===== src/rtl/uart_pkg.sv =====
// Shared types and constants for the UART receive path.
package uart_pkg;

    // Receiver FSM states.
    typedef enum logic [2:0] {
        IDLE   = 3'd0,
        START  = 3'd1,
        DATA   = 3'd2,
        PARITY = 3'd3,
        STOP   = 3'd4
    } rx_state_e;

    // Ticks per bit period and the tick index treated as mid-bit.
    localparam int OVS        = 16;
    localparam int MID_SAMPLE = 7;

    // parity_type encodings.
    localparam logic PARITY_EVEN = 1'b0;
    localparam logic PARITY_ODD  = 1'b1;

endpackage


===== src/rtl/baud_tick_rx.sv =====
// 16x oversampling tick generator. restart forces the divider back to 0 so the
// tick phase lines up with a freshly detected start edge.
module baud_tick_rx #(
    parameter int CLK_DIV = 27
) (
    input  logic clk1,
    input  logic rst_n,
    input  logic restart,
    output logic tick
);

    localparam int DIV = (CLK_DIV < 1) ? 1 : CLK_DIV;
    localparam int CW  = (DIV > 1) ? $clog2(DIV) : 1;

    logic [CW-1:0] cnt_q;
    logic [CW-1:0] cnt_d;
    logic          wrap;

    assign wrap = (cnt_q == CW'(DIV - 1));
    assign tick = wrap && !restart;

    // Next divider count: restart wins, otherwise count and wrap.
    always_comb begin
        cnt_d = cnt_q;
        if (restart || wrap) begin
            cnt_d = '0;
        end else begin
            cnt_d = cnt_q + 1'b1;
        end
    end

    // Divider register.
    always_ff @(posedge clk1 or negedge rst_n) begin
        if (!rst_n) begin
            cnt_q <= '0;
        end else begin
            cnt_q <= cnt_d;
        end
    end

endmodule


===== src/rtl/uart_receiver.sv =====
// UART receiver: 2-flop synchronizer, 16x oversampled start/data/parity/stop
// decoding, one-cycle rx_valid strobe with parity and framing error flags.
// Optional build macro UART_RX_MAJORITY_EN: each bit is the 2-of-3 majority of
// samples at ovs 6, 7 and 8, decided at ovs 8; otherwise a single sample at 7.
module uart_receiver
    import uart_pkg::*;
#(
    parameter int Data_length = 8,
    parameter int parity_en   = 0,
    parameter int fqr         = 50000000,
    parameter int baud_rate   = 115200
) (
    input  logic                   clk1,
    input  logic                   rst_n,
    input  logic                   serial_in,
    input  logic                   parity_type,
    output logic [Data_length-1:0] data_out,
    output logic                   rx_valid,
    output logic                   rx_busy,
    output logic                   parity_err,
    output logic                   frame_err
);

    localparam int CLK_DIV = fqr / (baud_rate * OVS);

    rx_state_e              state_q, state_d;
    logic                   sync1_q, rxs_q, rxs_prev_q;
    logic [3:0]             ovs_q, ovs_d;
    logic [3:0]             bit_cnt_q, bit_cnt_d;
    logic [Data_length-1:0] shift_q, shift_d;
    logic [Data_length-1:0] data_q, data_d;
    logic                   perr_pend_q, perr_pend_d;
    logic                   parity_err_q, parity_err_d;
    logic                   frame_err_q, frame_err_d;
    logic                   rx_valid_q, rx_valid_d;
    logic                   tick, start_edge, sample_point, bit_val;

    assign start_edge = (state_q == IDLE) && rxs_prev_q && !rxs_q;

    baud_tick_rx #(
        .CLK_DIV (CLK_DIV)
    ) u_tick (
        .clk1    (clk1),
        .rst_n   (rst_n),
        .restart (start_edge),
        .tick    (tick)
    );

`ifdef UART_RX_MAJORITY_EN
    logic s6_q, s6_d, s7_q, s7_d;
    assign sample_point = tick && (ovs_q == 4'(MID_SAMPLE + 1));
    assign bit_val      = (s6_q & s7_q) | (s6_q & rxs_q) | (s7_q & rxs_q);

    // Capture the two early majority samples.
    always_comb begin
        s6_d = s6_q;
        s7_d = s7_q;
        if (tick && ovs_q == 4'(MID_SAMPLE - 1)) s6_d = rxs_q;
        if (tick && ovs_q == 4'(MID_SAMPLE))     s7_d = rxs_q;
    end

    // Majority sample registers.
    always_ff @(posedge clk1 or negedge rst_n) begin
        if (!rst_n) begin
            s6_q <= 1'b1;
            s7_q <= 1'b1;
        end else begin
            s6_q <= s6_d;
            s7_q <= s7_d;
        end
    end
`else
    assign sample_point = tick && (ovs_q == 4'(MID_SAMPLE));
    assign bit_val      = rxs_q;
`endif

    // Next-state, datapath and strobe logic of the receive FSM.
    always_comb begin
        state_d      = state_q;
        ovs_d        = ovs_q;
        bit_cnt_d    = bit_cnt_q;
        shift_d      = shift_q;
        data_d       = data_q;
        perr_pend_d  = perr_pend_q;
        parity_err_d = parity_err_q;
        frame_err_d  = frame_err_q;
        rx_valid_d   = 1'b0;
        if (tick) ovs_d = ovs_q + 4'd1;
        case (state_q)
            IDLE: begin
                if (start_edge) begin
                    state_d = START;
                    ovs_d   = 4'd0;
                end
            end
            START: begin
                if (sample_point) begin
                    if (bit_val) begin
                        state_d = IDLE;
                    end else begin
                        state_d   = DATA;
                        bit_cnt_d = 4'd0;
                    end
                end
            end
            DATA: begin
                if (sample_point) begin
                    shift_d = {bit_val, shift_q[Data_length-1:1]};
                    if (bit_cnt_q == 4'(Data_length - 1)) begin
                        state_d     = (parity_en != 0) ? PARITY : STOP;
                        perr_pend_d = 1'b0;
                    end else begin
                        bit_cnt_d = bit_cnt_q + 4'd1;
                    end
                end
            end
            PARITY: begin
                if (sample_point) begin
                    perr_pend_d = bit_val ^ (^shift_q) ^ (parity_type == PARITY_ODD);
                    state_d     = STOP;
                end
            end
            STOP: begin
                if (sample_point) begin
                    data_d       = shift_q;
                    parity_err_d = (parity_en != 0) ? perr_pend_q : 1'b0;
                    frame_err_d  = ~bit_val;
                    rx_valid_d   = 1'b1;
                    state_d      = IDLE;
                end
            end
            default: state_d = IDLE;
        endcase
    end

    // Synchronizer, FSM and output registers.
    always_ff @(posedge clk1 or negedge rst_n) begin
        if (!rst_n) begin
            sync1_q      <= 1'b1;
            rxs_q        <= 1'b1;
            rxs_prev_q   <= 1'b1;
            state_q      <= IDLE;
            ovs_q        <= 4'd0;
            bit_cnt_q    <= 4'd0;
            shift_q      <= '0;
            data_q       <= '0;
            perr_pend_q  <= 1'b0;
            parity_err_q <= 1'b0;
            frame_err_q  <= 1'b0;
            rx_valid_q   <= 1'b0;
        end else begin
            sync1_q      <= serial_in;
            rxs_q        <= sync1_q;
            rxs_prev_q   <= rxs_q;
            state_q      <= state_d;
            ovs_q        <= ovs_d;
            bit_cnt_q    <= bit_cnt_d;
            shift_q      <= shift_d;
            data_q       <= data_d;
            perr_pend_q  <= perr_pend_d;
            parity_err_q <= parity_err_d;
            frame_err_q  <= frame_err_d;
            rx_valid_q   <= rx_valid_d;
        end
    end

    assign data_out   = data_q;
    assign rx_valid   = rx_valid_q;
    assign rx_busy    = (state_q != IDLE);
    assign parity_err = parity_err_q;
    assign frame_err  = frame_err_q;

endmodule


===== config.mk =====
export PLATFORM = sky130hd
export DESIGN_NAME = uart_receiver
export DESIGN_NICKNAME = d
export VERILOG_FILES = /design/src/rtl/uart_pkg.sv /design/src/rtl/baud_tick_rx.sv /design/src/rtl/uart_receiver.sv
export SDC_FILE = /design/constraint.sdc
export NUM_CORES = 1
export LEC_CHECK = 0
export ABC_AREA = 1
export BUFFER_PORTS_ARGS = -buffer_cell sky130_fd_sc_hd__buf_4
export CORE_MARGIN = 4
export CORE_UTILIZATION = 45
export CTS_BUF_LIST = sky130_fd_sc_hd__clkbuf_4
export CTS_CLUSTER_DIAMETER = 150
export DETAILED_ROUTE_END_ITERATION = 10
export PLACE_DENSITY = 0.75
export SLEW_MARGIN = 10
export SYNTH_ARGS = -nofsm -noshare
export SYNTH_HDL_FRONTEND = slang
export SYNTH_SLANG_ARGS = --single-unit

===== constraint.sdc =====
create_clock -name clk1 -period 2.1 [get_ports clk1]
set_input_delay 0.21 -clock clk1 [delete_from_list [all_inputs] [get_ports clk1]]
set_output_delay 0.21 -clock clk1 [all_outputs]
set_load 0.03 [all_outputs]

==> results of run 1 <==
-- cells by family after synthesis --
kind of cell	count (synthesis)	synth area share
adders and majority gates	4	0.0286
DFF	37	0.531
AOI/OAI and AO/OA	22	0.0814
other	1	0.00214
and+or+nand+nor	91	0.252
buffers and inverters	29	0.0750
xor gates and xnor gates	6	0.0300
-- final cells by class --
cell class                 instances  area (um^2)
clock buffer                       5         37.5
clock inverter                     3         41.3
fill                             363         1740
inverter                          26         97.6
multi-input combinational        124          691
sequential                        37          930
tap                               48         60.1
timing repair buffer              15          118
-- worst max-delay path by stage --
stage / endpoint / from / slack [ns]
after floorplan: data_out[7] / u_tick.cnt_q[0] / 0.59
after global placement: bit_cnt_q[2] / u_tick.cnt_q[0] / 0.47
after detailed placement: bit_cnt_q[3] / u_tick.cnt_q[0] / 0.44
after CTS: bit_cnt_q[0] / u_tick.cnt_q[0] / 0.41
after global routing: bit_cnt_q[0] / u_tick.cnt_q[0] / 0.21
final: bit_cnt_q[3] / u_tick.cnt_q[0] / 0.41
-- state kept, by name, indices dropped and copies added, names as in the netlist --
signal and flops:
u_tick.cnt_q 5, bit_cnt_q 4, rxs_prev_q 1, state_q 3, data_out 8, ovs_q 4
rx_valid 1, shift_q 8, bit_val 1, sync1_q 1, frame_err 1
-- metal layers --
metal  part of all wire  wire (um)  vias up
li1                   -          -      636
met1               0.49       1470      586
met2               0.45       1370       24
met3              0.039        118        5
met4              0.017         52        0
met5                  0          0        -
-- cells in the final DEF, fill, tap and decap left out, types with 4 or more instances in the layout --
master and n:
sky130_fd_sc_hd__ha_1 4, sky130_fd_sc_hd__o21ai_0 8, sky130_fd_sc_hd__dfrtp_1 34, sky130_fd_sc_hd__nand2_1 47, sky130_fd_sc_hd__buf_4 13, sky130_fd_sc_hd__nand3_1 9, sky130_fd_sc_hd__inv_1 24, sky130_fd_sc_hd__clkbuf_4 5
sky130_fd_sc_hd__nor2_1 18, sky130_fd_sc_hd__nand4_1 6, sky130_fd_sc_hd__o21ai_2 8, sky130_fd_sc_hd__xor2_1 4
-- power by group --
group / internal, W / switching (W) / total, W
registers: 0.000818 / 0.000106 / 0.000924
logic: 0.000195 / 0.000379 / 0.000574
clock network: 0.000246 / 0.000241 / 0.000487
-- stage by stage --
step / cell area [um^2] / total power [W] / cells / setup WS (ns) / util
2_1_floorplan: 1750 / 0.00136 / 190 / 0.594 / -
3_3_place_gp: 1880 / 0.00148 / 248 / 0.468 / 0.505
3_5_place_dp: 1880 / 0.00150 / 248 / 0.437 / 0.505
4_1_cts: 1970 / 0.00200 / 258 / 0.410 / 0.531
5_1_grt: 1970 / 0.00214 / 258 / 0.214 / 0.531
6_report: 1970 / 0.00199 / 258 / 0.410 / 0.531
-- cells in the mapped netlist (all sizes together), types with 2 or more instances --
cell / n
dfrtp: 34
xnor2: 2
nand4: 7
nor2: 22
a21oi: 2
nand3: 11
dfstp: 3
o21ai: 19
buf: 3
inv: 26
ha: 4
xor2: 4
nand2: 50
-- repair_timing --
item | CTS | global route
hold endpoints to repair | 35 | 0
setup endpoints to repair | 0 | 0
hold buffers | 2 | 0
-- worst max-delay path, stage by stage (launching register included) --
cell                      delay (ns)
sky130_fd_sc_hd__dfrtp_1        0.42
sky130_fd_sc_hd__inv_1          0.06
sky130_fd_sc_hd__ha_1           0.14
sky130_fd_sc_hd__nand2_1        0.10
sky130_fd_sc_hd__nor2_4         0.24
sky130_fd_sc_hd__nand4_4        0.27
sky130_fd_sc_hd__nand2_1        0.21
sky130_fd_sc_hd__nand4_1        0.12
sky130_fd_sc_hd__nand2_1        0.08
==> flow_summary.html, run 1 <==
<table>
<tr><th>Metric</th><th>Value</th></tr>
<tr><th colspan="2">Run status</th></tr>
<tr><td>Run status</td><td>finished clean</td></tr>
<tr><th colspan="2">Clock tree</th></tr>
<tr><td>Root Driver</td><td>sky130_fd_sc_hd__clkbuf_4</td></tr>
<tr><td>Worst-skew pair later-pin latency</td><td>0.35 ns</td></tr>
<tr><td>Total clock buffers created by CTS</td><td>5</td></tr>
<tr><td>CTS H-tree lvls</td><td>2</td></tr>
<tr><td>Number of setup buffers added after CTS</td><td>0</td></tr>
<tr><td>Gates resized, CTS repair</td><td>0</td></tr>
<tr><td>Clock Path Buffers</td><td>2</td></tr>
<tr><td>Clk slew on worst S/H paths</td><td>0.11 ns</td></tr>
<tr><td>Number of clock sinks</td><td>37</td></tr>
<tr><td>TritonCTS clock tree</td><td>done</td></tr>
<tr><th colspan="2">STA</th></tr>
<tr><td>Count of pins over their slew limit</td><td>0</td></tr>
<tr><td>Shortest clock period the worst path allows after layout</td><td>1.69 ns</td></tr>
<tr><td>Post-route clock skew</td><td>0.00636 ns</td></tr>
<tr><td>Unrepaired setup endpoints after global routing</td><td>no</td></tr>
<tr><td>Worst hold slack</td><td>0.346 ns</td></tr>
<tr><td>Fmax</td><td>between 500 and 600 MHz</td></tr>
<tr><td>Fin crit share</td><td>0.805</td></tr>
<tr><td>Final setup violation count</td><td>0</td></tr>
<tr><td>Total negative slack</td><td>0 ns</td></tr>
<tr><td>Hold violation count in the final report</td><td>0</td></tr>
<tr><th colspan="2">Die</th></tr>
<tr><td>Floorplan die area</td><td>4950 um^2</td></tr>
<tr><td>Initial standard-cell utilization of the core</td><td>0.471</td></tr>
<tr><td>Height of the chip</td><td>around 70 um</td></tr>
<tr><td>Top-level I/O count</td><td>16</td></tr>
<tr><td>Width of the die</td><td>70.4 um</td></tr>
<tr><td>Total number of placement rows</td><td>22</td></tr>
<tr><td>Core Footprint</td><td>3720 um^2</td></tr>
<tr><th colspan="2">Worst setup path</th></tr>
<tr><td>R2R setup slack</td><td>0.41 ns</td></tr>
<tr><td>Critical register-to-register path endpoint</td><td>bit_cnt_q[3]</td></tr>
<tr><td>Critical path capture point type</td><td>register</td></tr>
<tr><td>Length in cells of the worst reg-to-reg path</td><td>8</td></tr>
<tr><td>Required time at the endpoint of the critical path</td><td>roughly 2.4 ns</td></tr>
<tr><td>Critical Path AT</td><td>1.98 ns</td></tr>
<tr><td>Critical path startpoint category</td><td>register</td></tr>
<tr><td>Critical Setup Path Class</td><td>reg -&gt; reg</td></tr>
<tr><td>Max FO, Critical Path</td><td>17</td></tr>
<tr><td>Launch point of the worst reg-to-reg path</td><td>u_tick.cnt_q[0]</td></tr>
<tr><th colspan="2">Final layout</th></tr>
<tr><td>Total number of nets in the final design</td><td>about 220</td></tr>
<tr><td>Antenna diodes</td><td>0</td></tr>
<tr><td>Layout cells sized above 1</td><td>0.205</td></tr>
<tr><td>Area growth from synthesis to layout</td><td>12.7%</td></tr>
<tr><th colspan="2">Global routing</th></tr>
<tr><td>Fraction of met3 tracks used by global routing</td><td>0.0432</td></tr>
<tr><td>All-layer global routing usage</td><td>0.138</td></tr>
<tr><td>Global routing usage on met1</td><td>0.174</td></tr>
<tr><td>Gr busiest metal</td><td>met2</td></tr>
<tr><td>Wire length of the first global-routing pass</td><td>5420 um</td></tr>
<tr><td>Pin count of the biggest net entering global routing</td><td>38</td></tr>
<tr><td>Total congestion overflow</td><td>0</td></tr>
<tr><td>Via count of the first global-routing pass</td><td>around 1,300</td></tr>
<tr><td>Met2 routing resource usage after global routing</td><td>0.213</td></tr>
<tr><td>Initial antenna violation count</td><td>0</td></tr>
<tr><th colspan="2">Detailed routing</th></tr>
<tr><td>Total via count in the routed design</td><td>around 1,300</td></tr>
<tr><td>Number of DRC violations after detailed routing</td><td>0</td></tr>
<tr><td>Total detailed-routing wirelength</td><td>3010 um</td></tr>
<tr><td>Vias/cell</td><td>between 4 and 5</td></tr>
<tr><td>Post-route antenna net violation count</td><td>0</td></tr>
<tr><td>Count of TritonRoute iterations in the first routing pass</td><td>4</td></tr>
<tr><td>Routed wire per std cell</td><td>11.6 um</td></tr>
<tr><td>Violation count after the first detailed-routing iteration</td><td>78</td></tr>
<tr><th colspan="2">Flow run</th></tr>
<tr><td>Total of max-cap violations</td><td>0</td></tr>
<tr><th colspan="2">Placed design</th></tr>
<tr><td>Hpwl dp</td><td>2050 um</td></tr>
<tr><td>Routability congestion estimate</td><td>0.811</td></tr>
<tr><td>Port Buf Inserts</td><td>13</td></tr>
<tr><th colspan="2">Logic synthesis</th></tr>
<tr><td>Synth async-reset ratio</td><td>1.00</td></tr>
<tr><td>Yosys top cell by area</td><td>sky130_fd_sc_hd__dfrtp_1</td></tr>
<tr><td>Instance count of the mapped netlist</td><td>190</td></tr>
<tr><td>Flip-flop cell with the highest count after synthesis</td><td>sky130_fd_sc_hd__dfrtp_1</td></tr>
<tr><td>Count of unique library cells instantiated by Yosys</td><td>27</td></tr>
<tr><td>Register area share after synthesis</td><td>0.531</td></tr>
<tr><td>Number of flops mapped to enable cells by yosys</td><td>0</td></tr>
<tr><td>Mapped Area</td><td>1750 um^2</td></tr>
<tr><td>Number of nets in the synthesized netlist</td><td>198</td></tr>
<tr><td>Cell types occupying the most area after synthesis</td><td>sky130_fd_sc_hd__dfrtp_1, sky130_fd_sc_hd__nand2_1, sky130_fd_sc_hd__inv_1</td></tr>
<tr><td>Post-synth top area share</td><td>0.486</td></tr>
<tr><td>Synth warnings</td><td>0</td></tr>
<tr><td>Syn avg cell area</td><td>9.22 um^2</td></tr>
<tr><td>Synthesis-stage register bit count</td><td>37</td></tr>
<tr><th colspan="2">Power</th></tr>
<tr><td>Static leakage power</td><td>0.974 nW</td></tr>
<tr><td>Pwr Density</td><td>1010 nW/um^2</td></tr>
<tr><td>Maximum VDD drop</td><td>0.753 mV</td></tr>
<tr><th colspan="2">Hold path</th></tr>
<tr><td>Worst Hold Class</td><td>in -&gt; async</td></tr>
</table>
(Power assumes the default switching activity.)
==> run 2, diff against run 1 <==
Settings changed: ABC_AREA 1 to 0, PLACE_DENSITY 0.75 to 0.76.
Clock period 2.1 ns to 1.75 ns, I/O delays scaled along.
==> run 2 against run 1 <==
  * The flow now finishes with violations (setup timing)
  * Clock-buffer cell count unchanged
  * Via count down 16%
  * Sequential share of layout area down 1.3 points
  * Die area down 8.5%
  * Clock power up 18%
  * Power down 0.27%
  * Combinational power down 32%
  * Fmax down 9.7%
==> flow_summary.html, run 2 <==
<table>
<tr><th>Metric</th><th>Value</th></tr>
<tr><th colspan="2">Placed design</th></tr>
<tr><td>Instance count after placement with tap cells included</td><td>194 (was 248)</td></tr>
<tr><td>Routability congestion estimate</td><td>0.774 (was 0.811)</td></tr>
<tr><td>Port Buf Inserts</td><td>13 (unchanged)</td></tr>
<tr><td>Hpwl dp</td><td>1980 um (was 2050 um)</td></tr>
<tr><th colspan="2">Power</th></tr>
<tr><td>Maximum VDD drop</td><td>0.716 mV (was 0.753 mV)</td></tr>
<tr><td>Static leakage power</td><td>0.966 nW (was 0.974 nW)</td></tr>
<tr><td>Overall power of the completed layout</td><td>0.00198 W (was 0.00199 W)</td></tr>
<tr><td>Pwr Density</td><td>975 nW/um^2 (was 1010 nW/um^2)</td></tr>
<tr><th colspan="2">Logic synthesis</th></tr>
<tr><td>Synthesis-stage register bit count</td><td>37 (unchanged)</td></tr>
<tr><td>Number of nets in the synthesized netlist</td><td>133 (was 198)</td></tr>
<tr><td>Synth warnings</td><td>0 (unchanged)</td></tr>
<tr><td>Count of unique library cells instantiated by Yosys</td><td>34 (was 27)</td></tr>
<tr><td>Register area share after synthesis</td><td>0.587 (was 0.531)</td></tr>
<tr><td>Mapped Area</td><td>1580 um^2 (was 1750 um^2)</td></tr>
<tr><td>Instance count of the mapped netlist</td><td>125 (was 190)</td></tr>
<tr><td>Flip-flop cell with the highest count after synthesis</td><td>sky130_fd_sc_hd__dfrtp_1 (unchanged)</td></tr>
<tr><td>Cell with the most instances after synthesis</td><td>sky130_fd_sc_hd__dfrtp_1 (was sky130_fd_sc_hd__nand2_1)</td></tr>
<tr><td>Synth async-reset ratio</td><td>1.00 (unchanged)</td></tr>
<tr><td>Post-synth top area share</td><td>0.537 (was 0.486)</td></tr>
<tr><td>Syn avg cell area</td><td>12.7 um^2 (was 9.22 um^2)</td></tr>
<tr><td>Yosys top cell by area</td><td>sky130_fd_sc_hd__dfrtp_1 (unchanged)</td></tr>
<tr><td>Number of flops mapped to enable cells by yosys</td><td>0 (unchanged)</td></tr>
<tr><td>Top cells by instance count after synthesis</td><td>sky130_fd_sc_hd__dfrtp_1, sky130_fd_sc_hd__mux2_2, sky130_fd_sc_hd__nor2_1 (was sky130_fd_sc_hd__nand2_1, sky130_fd_sc_hd__dfrtp_1, sky130_fd_sc_hd__inv_1)</td></tr>
<tr><td>Cell types occupying the most area after synthesis</td><td>sky130_fd_sc_hd__dfrtp_1, sky130_fd_sc_hd__mux2_2, sky130_fd_sc_hd__dfstp_2 (was sky130_fd_sc_hd__dfrtp_1, sky130_fd_sc_hd__nand2_1, sky130_fd_sc_hd__inv_1)</td></tr>
<tr><th colspan="2">Detailed routing</th></tr>
<tr><td>Violation count after the first detailed-routing iteration</td><td>34 (was 78)</td></tr>
<tr><td>Routed wire per std cell</td><td>14.2 um (was 11.6 um)</td></tr>
<tr><td>Post-route antenna net violation count</td><td>0 (unchanged)</td></tr>
<tr><td>Total detailed-routing wirelength</td><td>2930 um (was 3010 um)</td></tr>
<tr><td>Total via count in the routed design</td><td>1,050 (was 1,251)</td></tr>
<tr><td>Number of DRC violations after detailed routing</td><td>0 (unchanged)</td></tr>
<tr><td>Vias/cell</td><td>5.10 (was 4.85)</td></tr>
<tr><td>Count of TritonRoute iterations in the first routing pass</td><td>4 (unchanged)</td></tr>
<tr><th colspan="2">Global routing</th></tr>
<tr><td>Via count of the first global-routing pass</td><td>1,124 (was 1,267)</td></tr>
<tr><td>Pin count of the biggest net entering global routing</td><td>38 (unchanged)</td></tr>
<tr><td>Total congestion overflow</td><td>0 (unchanged)</td></tr>
<tr><td>Initial antenna violation count</td><td>0 (unchanged)</td></tr>
<tr><td>Wire length of the first global-routing pass</td><td>5050 um (was 5420 um)</td></tr>
<tr><td>All-layer global routing usage</td><td>0.147 (was 0.138)</td></tr>
<tr><th colspan="2">Final layout</th></tr>
<tr><td>Layout Utilization</td><td>0.604 (was 0.531)</td></tr>
<tr><td>Layout cells sized above 1</td><td>0.394 (was 0.205)</td></tr>
<tr><td>Commonest cells after routing, fill and taps aside</td><td>sky130_fd_sc_hd__dfrtp_1, sky130_fd_sc_hd__buf_4, sky130_fd_sc_hd__nor2_1 (was sky130_fd_sc_hd__nand2_1, sky130_fd_sc_hd__dfrtp_1, sky130_fd_sc_hd__inv_1)</td></tr>
<tr><td>Area growth from synthesis to layout</td><td>28.2% (was 12.7%)</td></tr>
<tr><td>Total number of nets in the final design</td><td>167 (was 217)</td></tr>
<tr><td>Most common library cell in the layout ignoring fill and taps</td><td>sky130_fd_sc_hd__dfrtp_1 (was sky130_fd_sc_hd__nand2_1)</td></tr>
<tr><td>Antenna diodes</td><td>0 (unchanged)</td></tr>
<tr><td>Final cell count without fillers</td><td>206 (was 258)</td></tr>
<tr><th colspan="2">Hold path</th></tr>
<tr><td>Worst Hold Class</td><td>in -&gt; async (unchanged)</td></tr>
<tr><th colspan="2">Worst setup path</th></tr>
<tr><td>Critical register-to-register path endpoint</td><td>state_q[2] (was bit_cnt_q[3])</td></tr>
<tr><td>Launch point of the worst reg-to-reg path</td><td>u_tick.cnt_q[0] (unchanged)</td></tr>
<tr><td>Required time at the endpoint of the critical path</td><td>2.01 ns (was 2.39 ns)</td></tr>
<tr><td>R2R setup slack</td><td>-0.12 ns (was 0.41 ns)</td></tr>
<tr><td>Critical Path AT</td><td>2.14 ns (was 1.98 ns)</td></tr>
<tr><td>Length in cells of the worst reg-to-reg path</td><td>7 (was 8)</td></tr>
<tr><td>Critical Setup Path Class</td><td>reg -&gt; reg (unchanged)</td></tr>
<tr><td>Critical path capture point type</td><td>register (unchanged)</td></tr>
<tr><td>Critical path startpoint category</td><td>register (unchanged)</td></tr>
<tr><td>Max FO, Critical Path</td><td>2 (was 17)</td></tr>
<tr><th colspan="2">Flow run</th></tr>
<tr><td>Total of max-cap violations</td><td>0 (unchanged)</td></tr>
<tr><th colspan="2">Clock tree</th></tr>
<tr><td>TritonCTS clock tree</td><td>done (unchanged)</td></tr>
<tr><td>Clock Path Buffers</td><td>2 (unchanged)</td></tr>
<tr><td>Total clock buffers created by CTS</td><td>5 (unchanged)</td></tr>
<tr><td>Worst-skew pair later-pin latency</td><td>0.34 ns (was 0.35 ns)</td></tr>
<tr><td>Clk slew on worst S/H paths</td><td>0.10 ns (was 0.11 ns)</td></tr>
<tr><td>Number of clock sinks</td><td>37 (unchanged)</td></tr>
<tr><td>CTS H-tree lvls</td><td>2 (unchanged)</td></tr>
<tr><td>Root Driver</td><td>sky130_fd_sc_hd__clkbuf_4 (unchanged)</td></tr>
<tr><th colspan="2">Die</th></tr>
<tr><td>Top-level I/O count</td><td>16 (unchanged)</td></tr>
<tr><td>Height of the chip</td><td>67.3 um (was 70.4 um)</td></tr>
<tr><td>Width of the die</td><td>67.3 um (was 70.4 um)</td></tr>
<tr><td>Core Footprint</td><td>3360 um^2 (was 3720 um^2)</td></tr>
<tr><td>Initial standard-cell utilization of the core</td><td>0.471 (about the same)</td></tr>
<tr><td>Floorplan die area</td><td>4530 um^2 (was 4950 um^2)</td></tr>
<tr><td>Total number of placement rows</td><td>21 (was 22)</td></tr>
<tr><th colspan="2">STA</th></tr>
<tr><td>Fin crit share</td><td>1.07 (was 0.805)</td></tr>
<tr><td>Post-route clock skew</td><td>0.00982 ns (was 0.00636 ns)</td></tr>
<tr><td>Hold violation count in the final report</td><td>0 (unchanged)</td></tr>
<tr><td>Shortest clock period the worst path allows after layout</td><td>1.87 ns (was 1.69 ns)</td></tr>
<tr><td>Final setup violation count</td><td>20 (was 0)</td></tr>
<tr><td>Fmax</td><td>534 MHz (was 592 MHz)</td></tr>
<tr><td>Unrepaired setup endpoints after global routing</td><td>yes (was no)</td></tr>
<tr><td>Worst setup slack after layout</td><td>-0.123 ns (was 0.410 ns)</td></tr>
<tr><td>Count of pins over their slew limit</td><td>0 (unchanged)</td></tr>
<tr><th colspan="2">Run status</th></tr>
<tr><td>Run status</td><td>finished with violations (was finished clean)</td></tr>
<tr><td>Violations in the final reports</td><td>setup timing</td></tr>
</table>
==> run 2: layer usage <==
metal / part of all wire / global-route usage / up-vias / routed length (um)
met4: 0.0048 / 0.0380 / 0 / 14
li1: - / - / 507 / -
met5: 0 / 0 / - / 0
met3: 0.031 / 0.0383 / 2 / 91
met2: 0.52 / 0.254 / 17 / 1530
met1: 0.44 / 0.182 / 524 / 1290
==> run 2: how the worst max path moves through the flow <==
stage                         start  slack, ns          end  cells past startpoint
detailed placement  u_tick.cnt_q[0]       -0.1   state_q[2]                      7
global placement    u_tick.cnt_q[0]      -0.06   state_q[2]                      7
finish              u_tick.cnt_q[0]      -0.12   state_q[2]                      7
floorplan           u_tick.cnt_q[0]      -0.06  data_out[0]                      6
CTS                 u_tick.cnt_q[0]      -0.13   state_q[2]                      7
global route        u_tick.cnt_q[0]      -0.21   state_q[2]                      7
==> run 2: area by class of cell <==
type / instances / area (um^2)
Clock buffer: 5 / 37.5
Clock inverter: 3 / 41.3
Fill cell: 279 / 1330
Inverter: 5 / 18.8
Multi-Input combinational cell: 82 / 707
Sequential cell: 37 / 930
Tap cell: 46 / 57.6
Timing Repair Buffer: 28 / 239
==> run 2: power by group <==
group,total (W),switching (W),internal (W),leakage (nW)
clock,0.000576,0.000281,0.000296,0.0389
sequential,0.00101,0.0000759,0.000939,0.493
combinational,0.000389,0.000185,0.000204,0.434
total,0.00198,0.000542,0.00144,0.966
==> run 2: worst max-delay path, cell delays in order, from the launching register on <==
cell,delay (ns)
sky130_fd_sc_hd__dfrtp_1,0.40
sky130_fd_sc_hd__inv_2,0.08
sky130_fd_sc_hd__ha_4,0.15
sky130_fd_sc_hd__nand4b_4,0.11
sky130_fd_sc_hd__or3_4,0.42
sky130_fd_sc_hd__buf_6,0.13
sky130_fd_sc_hd__or4b_1,0.45
sky130_fd_sc_hd__o21ai_1,0.08
==> run 2: through the flow <==
step                cell area, um^2  hold WS, ns  TNS [ns]  setup slack, ns
finish                         2030        0.329     -1.18           -0.123
global route                   2030        0.350     -2.89           -0.214
CTS                            1980        0.322    -0.654           -0.135
detailed placement             1830        0.155     -1.18          -0.0958
global placement               1830        0.151    -0.879          -0.0645
floorplan                      1590       -0.121    -0.818          -0.0614
==> run 2: cell families after synthesis <==
| family | synth area share |
|---|---|
| muxes | 0.126 |
| DFF | 0.587 |
| buffers and inverters | 0.0166 |
| adders and majority gates | 0.0316 |
| and+or+nand+nor | 0.160 |
| other | 0.00237 |
| xor gates and xnor gates | 0.0332 |
| AOI/OAI and AO/OA | 0.0434 |
==> run 2: timing repair <==
| item | CTS | global route |
|---|---|---|
| endpoints found under the setup margin | 19 | 23 |
| setup buffers | 0 | 2 |
| pin swaps | 1 | 4 |
| endpoints found under the hold margin | 35 | 0 |
| resized for setup | 11 | 9 |
| hold buffers | 2 | 0 |
